### src/rtl/stream_resize_pkg.sv
// -----------------------------------------------------------------------------
// stream_resize_pkg
//   Shared definitions for the stream width-resize stages.
//   - hs_e / hs_status : names the state of one valid/ready interface in a
//                        cycle, so every resize stage spells "transfer" the
//                        same way.
//   - keep_mask        : lane-keep mask with lanes 0..cnt set, clipped to the
//                        number of lanes actually present.
// -----------------------------------------------------------------------------
package stream_resize_pkg;

    // Widest lane count keep_mask can describe; callers cast down to RATIO.
    localparam int MAX_LANES = 64;

    // Handshake status of one valid/ready interface in the current cycle.
    typedef enum logic [1:0] {
        HS_IDLE  = 2'b00,   // no valid word offered
        HS_STALL = 2'b01,   // word offered, receiver not ready
        HS_XFER  = 2'b11    // word offered and taken on this clock edge
    } hs_e;

    function automatic hs_e hs_status(input logic valid, input logic ready);
        hs_e st;
        if (valid && ready) begin
            st = HS_XFER;
        end else if (valid) begin
            st = HS_STALL;
        end else begin
            st = HS_IDLE;
        end
        return st;
    endfunction

    // Lanes 0..cnt set, lanes at or above ratio never set.
    function automatic logic [MAX_LANES-1:0] keep_mask(input int cnt, input int ratio);
        logic [MAX_LANES-1:0] m;
        m = '0;
        for (int i = 0; i < MAX_LANES; i++) begin
            if ((i <= cnt) && (i < ratio)) begin
                m[i] = 1'b1;
            end
        end
        return m;
    endfunction

endpackage

### src/rtl/stream_upsize.sv
// -----------------------------------------------------------------------------
// stream_upsize
//   Packs RATIO narrow words from a valid/ready input stream into one wide
//   output beat, little-endian (first word of a beat lands in lane 0).
//   A word flagged last closes the beat early; m_keep_o marks filled lanes and
//   unfilled lanes read as zero.
//
// Handshake: a word/beat moves on a rising clk edge where valid and ready are
//   both high. A source holds valid and its payload stable until that edge;
//   ready may rise or fall freely. s_ready_o depends only on registered state,
//   m_ready_i and rst_n, never on the s_* payload or s_valid_i.
//
// Ports:
//   clk, rst_n          clock, synchronous active-low reset
//   s_data_i/_last_i    narrow input word and end-of-packet flag
//   s_valid_i/s_ready_o input handshake
//   m_data_o            packed beat, lane k = [k*DATA_WIDTH +: DATA_WIDTH]
//   m_keep_o            bit k set = lane k holds a word
//   m_last_o            beat ends a packet
//   m_valid_o/m_ready_i output handshake
// -----------------------------------------------------------------------------
module stream_upsize
    import stream_resize_pkg::*;
#(
    parameter  int DATA_WIDTH = 8,
    parameter  int RATIO      = 4,
    localparam int CNT_WIDTH  = $clog2(RATIO) + 1
) (
    input  logic                        clk,
    input  logic                        rst_n,
    input  logic [DATA_WIDTH-1:0]       s_data_i,
    input  logic                        s_last_i,
    input  logic                        s_valid_i,
    output logic                        s_ready_o,
    output logic [DATA_WIDTH*RATIO-1:0] m_data_o,
    output logic [RATIO-1:0]            m_keep_o,
    output logic                        m_last_o,
    output logic                        m_valid_o,
    input  logic                        m_ready_i
);

    logic [CNT_WIDTH-1:0]        cnt;
    logic [DATA_WIDTH*RATIO-1:0] acc;
    logic [DATA_WIDTH*RATIO-1:0] merged;
    logic                        s_xfer;
    logic                        m_xfer;
    logic                        complete;

    always_comb begin
        // The output register can take a new beat when empty or draining now.
        s_ready_o = rst_n & (~m_valid_o | m_ready_i);
        s_xfer    = (hs_status(s_valid_i, s_ready_o) == HS_XFER);
        m_xfer    = (hs_status(m_valid_o, m_ready_i) == HS_XFER);
        complete  = s_last_i | (cnt == CNT_WIDTH'(RATIO - 1));

        // Accumulator with the incoming word dropped into lane cnt. Lanes above
        // cnt are still zero because the accumulator clears after every beat.
        merged = acc;
        merged[int'(cnt)*DATA_WIDTH +: DATA_WIDTH] = s_data_i;
    end

    always_ff @(posedge clk) begin
        if (!rst_n) begin
            cnt       <= '0;
            acc       <= '0;
            m_data_o  <= '0;
            m_keep_o  <= '0;
            m_last_o  <= 1'b0;
            m_valid_o <= 1'b0;
        end else begin
            if (m_xfer) begin
                m_valid_o <= 1'b0;
            end
            if (s_xfer) begin
                if (complete) begin
                    // Reload the output register; overrides the clear above so a
                    // drain and a reload on the same edge leave no bubble.
                    m_data_o  <= merged;
                    m_keep_o  <= RATIO'(keep_mask(int'(cnt), RATIO));
                    m_last_o  <= s_last_i;
                    m_valid_o <= 1'b1;
                    acc       <= '0;
                    cnt       <= '0;
                end else begin
                    acc <= merged;
                    cnt <= cnt + CNT_WIDTH'(1);
                end
            end
        end
    end

endmodule

### config.mk
export PLATFORM = sky130hd
export DESIGN_NAME = stream_upsize
export DESIGN_NICKNAME = d
export VERILOG_FILES = /design/src/rtl/stream_resize_pkg.sv /design/src/rtl/stream_upsize.sv
export SDC_FILE = /design/constraint.sdc
export NUM_CORES = 1
export LEC_CHECK = 0
export CAP_MARGIN = 20
export CORE_ASPECT_RATIO = 0.75
export CORE_UTILIZATION = 40
export CTS_BUF_LIST = sky130_fd_sc_hd__clkbuf_8 sky130_fd_sc_hd__clkbuf_16
export CTS_CLUSTER_SIZE = 14
export DETAILED_ROUTE_END_ITERATION = 10
export SETUP_SLACK_MARGIN = 0.3
export SLEW_MARGIN = 15
export SYNTH_ARGS = -nofsm -noshare
export SYNTH_HDL_FRONTEND = slang
export SYNTH_SLANG_ARGS = --single-unit
### constraint.sdc
create_clock -name clk -period 2.93 [get_ports clk]
set_clock_uncertainty 0.05 [all_clocks]
set_input_delay 0.586 -clock clk [delete_from_list [all_inputs] [get_ports clk]]
set_output_delay 0.586 -clock clk [all_outputs]
set_load 0.01 [all_outputs]
---- Word-level counts from Yosys, hierarchy flattened ----
Index checks and enable logic that the tools add are counted.
storage, ports and cells
  bits in registers ....................... 73
  input port bits ......................... 13
  output and inout port bits .............. 39
  logic and storage cells ................. 36
operators by class
  add/subtract/negate cells ............... 2
  order comparisons ....................... 3
  eq/ne operators ......................... 3
  shift-type cells ........................ 2
  mux-type cells .......................... 13
  bitwise gates (word level) .............. 4
  reduce and logical (&&, ||, !) cells .... 3
operators by type and width
  kind                                                                              count
  6-bit negation with 33-bit output                                                 1
  8-bit by 33-bit variable shift with 32-bit output (first input constant)          1
  8-bit by 33-bit indexed part select with 32-bit output                            1
  32-bit bitwise mux                                                                1
  32-bit 2-to-1 mux                                                                 1
  1-bit 2-to-1 mux                                                                  8
  2-bit by 3-bit less-or-equal comparator with 1-bit output (first input constant)  2
  2-bit equality test (second input constant)                                       2
  2-bit 2-to-1 mux                                                                  2
  3-bit by 1-bit adder with 3-bit output (second input constant)                    1
  3-bit by 2-bit equality test with 1-bit output (second input constant)            1
  1-bit by 3-bit less-or-equal comparator with 1-bit output (first input constant)  1
  3-bit 2-to-1 mux                                                                  1
  1-bit logical AND                                                                 2
  1-bit OR                                                                          2
  2-bit AND reduction                                                               1
  1-bit AND                                                                         1
  1-bit NOT                                                                         1

---- Longest topological paths before layout ----
Gate-level depths: netlist of run 1.
  depth in word-level cells ............... 7
  gate-level depth with buffers ........... 9
  depth with buffers taken out ............ 7

---- Worst setup path after synthesis of run 1 ----
No wires, ideal clock.
  kind .................................... register to register
  start ................................... register cnt[0]
  end ..................................... register acc[30]
  library setup time ...................... 0.070 ns
  data arrival time ....................... 2.052 ns
  data required time ...................... 2.810 ns
  path slack .............................. 0.757 ns
  cell stages (with the launch flop) ...... 10
  buffers on the path ..................... 2
  clock period less this slack ............ 2.173 ns
  cells stage by stage .................... dfxtp_1 -> buf_2 -> inv_1 -> ha_1 -> ha_1 -> and4b_1 -> clkbuf_1 -> a22oi_1 -> or3_1 -> a21oi_1
between the ends
  cells in the longest elaborated chain, start to end .. 4
  elaborated cells between the ends (all ways) .. 7
  those cells by class .................... 1 x add/sub; 1 x eq/ne; 2 x shift; 2 x mux; 1 x bitwise
RTL lines
  what                                                                                                                                RTL line             text
  start, declared                                                                                                                     stream_upsize.sv:42  logic [CNT_WIDTH-1:0] cnt;
  start signal, assigned                                                                                                              stream_upsize.sv:86  cnt <= cnt + CNT_WIDTH'(1);
  6-bit negation with 33-bit output                                                                                                   stream_upsize.sv:59  merged[int'(cnt)*DATA_WIDTH +: DATA_WIDTH] = s_data_i;
  8-bit by 33-bit indexed part select with 32-bit output / 8-bit by 33-bit variable shift with 32-bit output (equally long branches)  stream_upsize.sv:59
  32-bit bitwise mux                                                                                                                  stream_upsize.sv:59
  32-bit 2-to-1 mux *                                                                                                                 stream_upsize.sv:75  if (complete) begin
  end signal, assigned                                                                                                                stream_upsize.sv:85  acc <= merged;
  end, declared                                                                                                                       stream_upsize.sv:43  logic [DATA_WIDTH*RATIO-1:0] acc;
Every way passes the cells marked *; elsewhere a longest branch is shown, timed or not.
A chain may end at the register's enable or synchronous reset.

---- Worst setup path in the final report of run 1 ----
  start ................................... input port m_ready_i
  end ..................................... output port s_ready_o
between the ends
  cells in the longest elaborated chain, start to end .. 2
RTL lines
  what             RTL line             text
  start, declared  stream_upsize.sv:39  input logic m_ready_i
  1-bit OR         stream_upsize.sv:51  s_ready_o = rst_n & (~m_valid_o | m_ready_i);
  1-bit AND        stream_upsize.sv:51
  end, declared    stream_upsize.sv:34  output logic s_ready_o,
No other way between the ends.

==> results of run 1 <==
-- layout by cell type (no fill, tap or decap), types with 2 or more instances in the layout --
cell              n
clkinvlp_4        3
or3_1            17
nand3_1          31
a21oi_1          25
nor2_1            7
inv_1             3
clkdlybuf4s50_1  51
nand2_1          31
clkinv_2          2
a32o_1            9
a31oi_1           2
clkbuf_8          9
o21ai_1           9
ha_1              6
dfxtp_1          72
o21ai_0          30
mux2i_1           8
a22oi_1          24
buf_4             7
a211oi_1          4
nor3_1            2
-- cell families after synthesis --
kind of cell,count (synthesis),share of synthesized area (%)
compound gates,108,23.1
flops,73,49.7
mux,8,2.72
simple gates,99,17.5
buf+inv,29,4.38
fa+ha+maj,6,2.55
-- how the worst max path moves through the flow --
stage              start         to  slack, ns
4_1_cts           cnt[0]    acc[17]       0.30
3_5_place_dp       rst_n    acc[17]       0.30
2_1_floorplan     cnt[0]    acc[30]       0.76
5_1_grt           cnt[1]    acc[17]       0.31
6_report       m_ready_i  s_ready_o       0.37
3_3_place_gp   m_ready_i  s_ready_o       0.30
-- routing by layer --
layer | GRT usage, % | part of all wire (%) | wire, um
met5 | 0 | 0 | 0
met4 | 6.38 | 1.6 | 121
met3 | 7.06 | 5.9 | 440
met2 | 31.6 | 44 | 3300
met1 | 29.3 | 48 | 3590
-- stage by stage --
stage | instances | hold slack, ns | instance area [um^2]
CTS | 470 | 0.403 | 3730
global route | 471 | 0.424 | 3740
finish | 471 | 0.395 | 3740
floorplan | 323 | 0.375 | 2940
global placement | 454 | 0.381 | 3540
detailed placement | 454 | 0.390 | 3540
-- power by group through the flow --
| stage | clock (mW) | combinational (mW) | sequential (mW) |
|---|---|---|---|
| finish | 0.779 | 0.188 | 1.02 |
| global route | 0.843 | 0.204 | 1.03 |
| CTS | 0.796 | 0.190 | 1.02 |
| detailed placement | 0 | 0.188 | 1.05 |
| global placement | 0 | 0.187 | 1.05 |
| floorplan | 0 | 0.0975 | 1.05 |
-- worst register-to-register path: stages, from the launching register on --
cell and delay (ns):
dfxtp_1 0.48, inv_1 0.13, ha_1 0.21, ha_1 0.38, and4_1 0.47, a22oi_1 0.16
or3_1 0.33, a21oi_1 0.14
-- area by class of cell --
class / instances / area [um^2] / share of cell area (%)
flip-flops and latches: 73 / 1460 / 39.1
multi-input cells: 221 / 1360 / 36.4
repair buffers: 59 / 583 / 15.6
clock buffers: 9 / 124 / 3.31
well taps: 98 / 123 / 3.28
clock inverters: 7 / 71.3 / 1.91
inverters: 4 / 15.0 / 0.401
-- registers in the layout (all words and copies together), names as in the netlist --
signal,flops
acc,32
m_data_o,32
m_keep_o,4
cnt,3
m_last_o,1
m_valid_o,1
-- what timing repair did --
action                                  CTS  global route
endpoints found under the setup margin    1            37
buffers inserted                          0             1
hold buffers                              0             0
resized for setup                         1             1
pin swaps                                 0             1
==> flow_summary.ini, run 1 <==
[pwr]
pwr-share-clk_pct = 39.1
power_mw = 1.99
pwr-share-seq_pct = 51.5
p_leak_nw = 1.22
p_sw_share_pct = 25.6
power_density_nw_per_um2 = 532
internal_power_mw = 1.48
power.switching_mw = 0.509
pwr-share-comb_pct = 9.4
ir_worst_vdd_mv = 0.282

[worst_setup_path]
cp_slowest_cell = clkdlybuf4s50_1
cp-start-kind = input port
critPathTopFamily = buffers and inverters
r2r_cells = 7
critPathMaxFanout = 5
crit_required_ns = 2.29
critPathMostFrequentCell = clkdlybuf4s50_1
timing.rr.start = cnt[1]
cp.arrival_ns = 1.93
critPathKind = input port to primary output
ff2ff_setup_slack_ns = 0.51
r2r-end = acc[15]
path_buf_inv = 2
slowest_delay_ns = 0.55
cp-end-kind = primary output
cp.depth = 4
crit_chain = clkdlybuf4s50_1, nand2b_2, and2_1, clkdlybuf4s50_1

[timing]
slew_violations = 0
setup_viol = 0
slew-limit-headroom_pct = 60.5
tightest_slew_ns = 0.592
tns_ns = 0
postLayoutSetupSlackWorst_ns = 0.368
rsz0062_at_grt = false
fmax_mhz = 390
finalCriticalPeriod_ns = 2.56
layout_worst_path_cycle_share_pct = 87.4
hold_viol = 0

[yosys]
synth_cells = 323
synth_area_per_cell_um2 = 9.10
synth.top_cells.by_count = dfxtp_1 (73), nand2_1 (31), nand3_1 (31)
synthTopCellsByArea = dfxtp_1 (50%), a22oi_1 (6.1%), nand3_1 (5.3%)
synth_edf_count = 0
ys_types = 36
synth-seq-area-share_pct = 49.7
yosys_warnings = 0
ys_ff_latch = 73
yosysMostFrequentCell = dfxtp_1
syn_nets = 342
yosys.area.top_type = dfxtp_1
syn-cell-area_um2 = 2940
synth_top_area_share_pct = 49.7
synth_ff_type = dfxtp_1
async_flop_share_pct = 0

[grt]
grt_usage_pct = 21.3
grt_pass1_vias = 2454
grt_pass1_wl_um = 12500
gr-total-overflow = 0
grt_max_degree = 62
antenna_found_initial = 0

[cts]
cts_tree = done
clock-sinks = 73
cts_root_buf = clkbuf_8
cts_htree_levels = 3
cts_buffer_depth = 2
insertion_delay_ns = 0.35
cts-buffers-inserted = 9
cts.clk_slew.worst_paths_ns = 0.07

[placed_design]
pre_cts_ws_ns = 0.297
numPortBuffers = 51
place_hpwl_um = 4810
place_congestion = 0.845

[final_layout]
final_util_pct = 53.8
nets = 387
antenna-diode-count = 0
syn2layout_area_growth_pct = 27.3
nFillCells = 686
layout-drive-gt1-share_pct = 8.04

[detailed_routing]
wl_um = 7450
drc = 0
drt_iter0_drc = 143
drtPass1Iterations = 4
viasPerCell = 5.49
vias = 2586
wl_per_cell_um = 15.8
ant_nets = 0

[run]
cap_viol_max_count = 0

[floorplanning]
start_util_pct = 42.2
die_y_um = 76.3
ioPinCount = 52
die_w_um = 101
coreArea_um2 = 6960
num_rows = 26
fp.dieArea_um2 = 7700

[outcome]
status = completed

[hold_path]
min_from = m_keep_o[0]
min_to = m_keep_o[0]
hold-path-cell-count = 2
hold_path.class = flip-flop to flip-flop
Note: power is estimated with default switching activity, not from simulation.
==> run 2, diff against run 1 <==
==> constraint.sdc (replaced) <==
create_clock -name clk -period 2.93 [get_ports clk]
set_clock_uncertainty 0.05 [all_clocks]
set_input_delay 0.4395 -clock clk [delete_from_list [all_inputs] [get_ports clk]]
set_output_delay 0.4395 -clock clk [all_outputs]
set_load 0.01 [all_outputs]
==> run 2 against run 1 <==
  * Clock-buffer cell count rose by 1
  * Maximum frequency rose by 3.8%
  * Sequential power barely moved
  * Die area did not move
  * Critical path type unchanged
==> flow_summary.ini, run 2 (synthesized netlist as in run 1, its figures left out) <==
[detailed_routing]
dr.max_layer_used = met4
drtPass1Iterations = 4
wl_per_cell_um = 15.7
vias = 2551
wl_um = 7380
drt_iter0_drc = 174
wl_met2_um = 3230
viasPerCell = 5.43
drc = 0
ant_nets = 0
wl_met3_um = 357
wl_met1_um = 3590

[final_layout]
final_common_cell = dfxtp_1
final_util_pct = 53.1
final_cell_count_no_fill = 470
layout-drive-gt1-share_pct = 6.99
nFillCells = 710
largestRegisters = acc (32), m_data_o (32), m_keep_o (4)
syn2layout_area_growth_pct = 25.7
antenna-diode-count = 0
fin_area_um2 = 3690
layout_common_cells = dfxtp_1 (72), clkdlybuf4s50_1 (51), nand2_1 (31), nand3_1 (31), o21ai_0 (30)
nets = 387

[cts]
cts_htree_levels = 3
holdBufCountCts = 0
clock-sinks = 73
cts_tree = done
insertion_delay_ns = 0.34
cts-buffers-inserted = 9
cts.clk_slew.worst_paths_ns = 0.07
cts_root_buf = clkbuf_8
cts_buffer_depth = 2

[run]
cap_viol_max_count = 0

[timing]
tns_ns = 0
setup_viol = 0
slew_violations = 0
hold_viol = 0
finalCriticalPeriod_ns = 2.47
rsz0062_at_grt = false
layout_worst_path_cycle_share_pct = 84.2
postLayoutSetupSlackWorst_ns = 0.463
fmax_mhz = 405
slew-limit-headroom_pct = 57.2
tightest_slew_ns = 0.642

[floorplanning]
num_rows = 26
start_util_pct = 42.2
fp.dieArea_um2 = 7700
ioPinCount = 52
coreArea_um2 = 6960
die_w_um = 101
die_y_um = 76.3

[worst_setup_path]
cp-end-kind = primary output
cp-start-kind = input port
cp.arrival_ns = 1.98
crit_required_ns = 2.44
critPathKind = input port to primary output
critPathMaxFanout = 7

[placed_design]
place_hpwl_um = 4960
numPortBuffers = 51
place_area_um2 = 3520
place_inst = 454
pre_cts_ws_ns = 0.269
place_congestion = 0.850

[grt]
grt_usage_pct = 20.8
gr-total-overflow = 0
grt_pass1_vias = 2473
grt_pass1_wl_um = 12300
grt_max_degree = 45
antenna_found_initial = 0

[pwr]
ir_worst_vdd_mv = 0.282
power_density_nw_per_um2 = 508
p_leak_nw = 1.21

[outcome]
status = completed

[hold_path]
hold_path.class = flip-flop to flip-flop
==> run 2: metal layers <==
layer | up-vias | track usage, %
li1 | 1282 | -
met1 | 1189 | 28.0
met2 | 65 | 30.9
met3 | 15 | 5.23
met4 | 0 | 10.4
met5 | - | 0
==> run 2: worst paths after layout <==
check | from | to | slack, ns | cells after the start
worst max-delay path | m_ready_i | s_ready_o | 0.46 | 4
worst min-delay path | m_keep_o[0] | m_keep_o[0] | 0.39 | 2
worst max register to register | cnt[1] | acc[1] | 0.59 | 7
worst min register to register | m_keep_o[0] | m_keep_o[0] | 0.39 | 2
==> run 2: critical path, stage by stage <==
cell	delay, ns
clkdlybuf4s50_1	0.44
nand2b_1	0.30
and2_1	0.24
clkdlybuf4s50_1	0.55
==> run 2: stage by stage <==
step / hold WS [ns] / total power, mW
final: 0.390 / 1.88
after global routing: 0.429 / 1.97
after CTS: 0.395 / 1.90
after detailed placement: 0.384 / 1.23
after global placement: 0.382 / 1.23
after floorplan: 0.375 / 1.15
==> run 2: what timing repair did <==
action                     in CTS  in global routing
buffers inserted                0                  1
resized for setup               0                  1
setup endpoints to repair       0                 28
==> run 2: final cells by class <==
type / count / area [um^2] / area share (%)
clock inverters: 5 / 25.0 / 0.677
multi-input cells: 221 / 1360 / 36.8
clock buffers: 10 / 138 / 3.73
repair buffers: 59 / 571 / 15.4
inverters: 4 / 15.0 / 0.406
well taps: 98 / 123 / 3.32
flip-flops and latches: 73 / 1460 / 39.6
==> run 2: where the power goes <==
part | switching (mW) | internal [mW]
clock | 0.349 | 0.316
combinational | 0.110 | 0.0776
sequential | 0.0123 | 1.01
total | 0.472 | 1.41
==> run 3, diff against run 2 <==
--- a/config.mk
+++ b/config.mk
@@ -11,6 +11,7 @@
 export CTS_BUF_LIST = sky130_fd_sc_hd__clkbuf_8 sky130_fd_sc_hd__clkbuf_16
 export CTS_CLUSTER_SIZE = 14
 export DETAILED_ROUTE_END_ITERATION = 10
+export PLACE_DENSITY = 0.66
 export SETUP_SLACK_MARGIN = 0.3
 export SLEW_MARGIN = 15
 export SYNTH_ARGS = -nofsm -noshare
==> constraint.sdc (replaced) <==
create_clock -name clk -period 2.1 [get_ports clk]
set_clock_uncertainty 0.05 [all_clocks]
set_input_delay 0.315 -clock clk [delete_from_list [all_inputs] [get_ports clk]]
set_output_delay 0.315 -clock clk [all_outputs]
set_load 0.01 [all_outputs]
==> run 3 against run 2 <==
  * Cell area increased by 9.2%
  * Non-clock buffer count increased by 17
  * Sequential share of layout area decreased by 3.3 points
  * Utilization increased by 4.9 points
  * Total power increased by 45%
  * Worst hold slack improved by 0.0033 ns
  * Worst setup slack got worse by 0.24 ns
  * Routed wire length increased by 10%
  * Critical path depth increased by 4
  * Combinational power increased by 69%
  * Critical endpoint is now acc[29]
  * Highest routed layer unchanged
==> flow_summary.ini, run 3 (synthesized netlist as in run 1, its figures left out) <==
[outcome]
status = completed

[worst_setup_path]
cp-end-kind = flip-flop
critPathKind = flip-flop to flip-flop
crit_required_ns = 2.33
cp.arrival_ns = 2.11
cp-start-kind = flip-flop
critPathMaxFanout = 8

[placed_design]
place_congestion = 0.797
place_inst = 468
numPortBuffers = 51
place_area_um2 = 3700
place_hpwl_um = 5290

[cts]
cts_root_buf = clkbuf_8
cts.clk_slew.worst_paths_ns = 0.07
cts_htree_levels = 3
clock-sinks = 73
insertion_delay_ns = 0.35
cts_buffer_depth = 2
cts_tree = done
holdBufCountCts = 0
cts-buffers-inserted = 9

[timing]
fmax_mhz = 533
setup_viol = 0
hold_ws_ns = 0.394
tns_ns = 0
slew_violations = 0
layout_worst_path_cycle_share_pct = 89.3
hold_viol = 0
slew-limit-headroom_pct = 72.3
finalCriticalPeriod_ns = 1.88
tightest_slew_ns = 0.405
rsz0062_at_grt = true

[final_layout]
nets = 405
nFillCells = 656
final_cell_count_no_fill = 490
multi_input_area_um2 = 1520
final_util_pct = 58.0
fin_area_um2 = 4040
largestRegisters = acc (32), m_data_o (32), m_keep_o (4)
syn2layout_area_growth_pct = 37.2
layout_common_cells = dfxtp_1 (70), clkdlybuf4s50_1 (49), nand3_1 (30)
register_area_um2 = 1470
layout-drive-gt1-share_pct = 18.2
final_common_cell = dfxtp_1

[grt]
grt_pass1_vias = 2541
grt_max_degree = 41
antenna_found_initial = 1
gr-total-overflow = 0
grt_pass1_wl_um = 13000
grt_usage_pct = 21.9

[detailed_routing]
viasPerCell = 5.43
drt_iter0_drc = 146
wl_um = 8130
drtPass1Iterations = 4
ant_nets = 0
drc = 0
wl_per_cell_um = 16.6
vias = 2662

[pwr]
pwr-share-clk_pct = 36.0
power_density_nw_per_um2 = 676
p_leak_nw = 1.38
ir_worst_vdd_mv = 0.454
internal_power_mw = 2.03
power.switching_mw = 0.692
p_sw_share_pct = 25.4
pwr-share-seq_pct = 52.4
pwr-share-comb_pct = 11.7

[floorplanning]
die_w_um = 101
num_rows = 26
fp.dieArea_um2 = 7700
start_util_pct = 42.2
coreArea_um2 = 6960
die_y_um = 76.3
ioPinCount = 52

[hold_path]
hold_path.class = flip-flop to flip-flop

[run]
cap_viol_max_count = 0
run 3: cell count changes in the layout (fill, tap and decap cells not counted), moves of 4 or more:
cell     change
o21ai_1     +12
o21ai_0     -12
a21oi_2      +4
a22oi_2     +10
a21oi_1      -4
a22oi_1     -10
buf_4       +12
run 3: worst max-delay path, stage by stage, from the launching register on:
cell	delay [ns]
dfxtp_2	0.36
inv_4	0.04
ha_4	0.16
ha_4	0.30
and4b_1	0.21
buf_6	0.14
a22oi_1	0.08
or3_1	0.34
a21oi_2	0.13
run 3: final cells by class:
class | count | share of cell area [%]
Inverter | 4 | 0.434
Clock inverter | 5 | 0.589
Sequential cell | 73 | 36.3
Tap cell | 98 | 3.04
Timing Repair Buffer | 76 | 18.2
Antenna cell | 1 | 0.0620
Clock buffer | 11 | 3.75
Multi-Input combinational cell | 222 | 37.6
run 3: final timing paths:
path / slack (ns) / to / startpoint / cells after the start
worst min-delay path: 0.39 / m_keep_o[0] / m_keep_o[0] / 2
worst max register to register: 0.22 / acc[29] / cnt[0] / 8
worst min register to register: 0.39 / m_keep_o[0] / m_keep_o[0] / 2
worst max-delay path: 0.22 / acc[29] / cnt[0] / 8
run 3: metal layers:
layer  wire length (um)  vias to the layer above  GRT usage, %  part of all wire [%]
li1                   -                     1318             -                     -
met1               3780                     1256          31.2                    47
met2               3670                       82          31.7                    45
met3                616                        6          6.88                   7.6
met4                 58                        0          5.94                  0.71
met5                  0                        -             0                     0
run 3: power groups by stage:
stage                     combinational [mW]  clock (mW)  sequential (mW)
after floorplan                        0.151           0             1.47
after global placement                 0.285           0             1.46
after detailed placement               0.289           0             1.46
after CTS                              0.295        1.00             1.43
after global routing                   0.342        1.07             1.43
final                                  0.318       0.980             1.43
run 3: metrics by stage:
| step | setup slack (ns) | power [mW] |
|---|---|---|
| 2_1_floorplan | 0.239 | 1.62 |
| 3_3_place_gp | 0.0848 | 1.74 |
| 3_5_place_dp | -0.0166 | 1.75 |
| 4_1_cts | 0.237 | 2.72 |
| 5_1_grt | 0.139 | 2.84 |
| 6_report | 0.224 | 2.73 |
run 3: what timing repair did:
item / 4_1_cts / 5_1_grt
cloned: 0 / 1
setup buffers: 1 / 3
resized for setup: 15 / 21
pin swaps: 0 / 7
endpoints found under the setup margin: 26 / 45
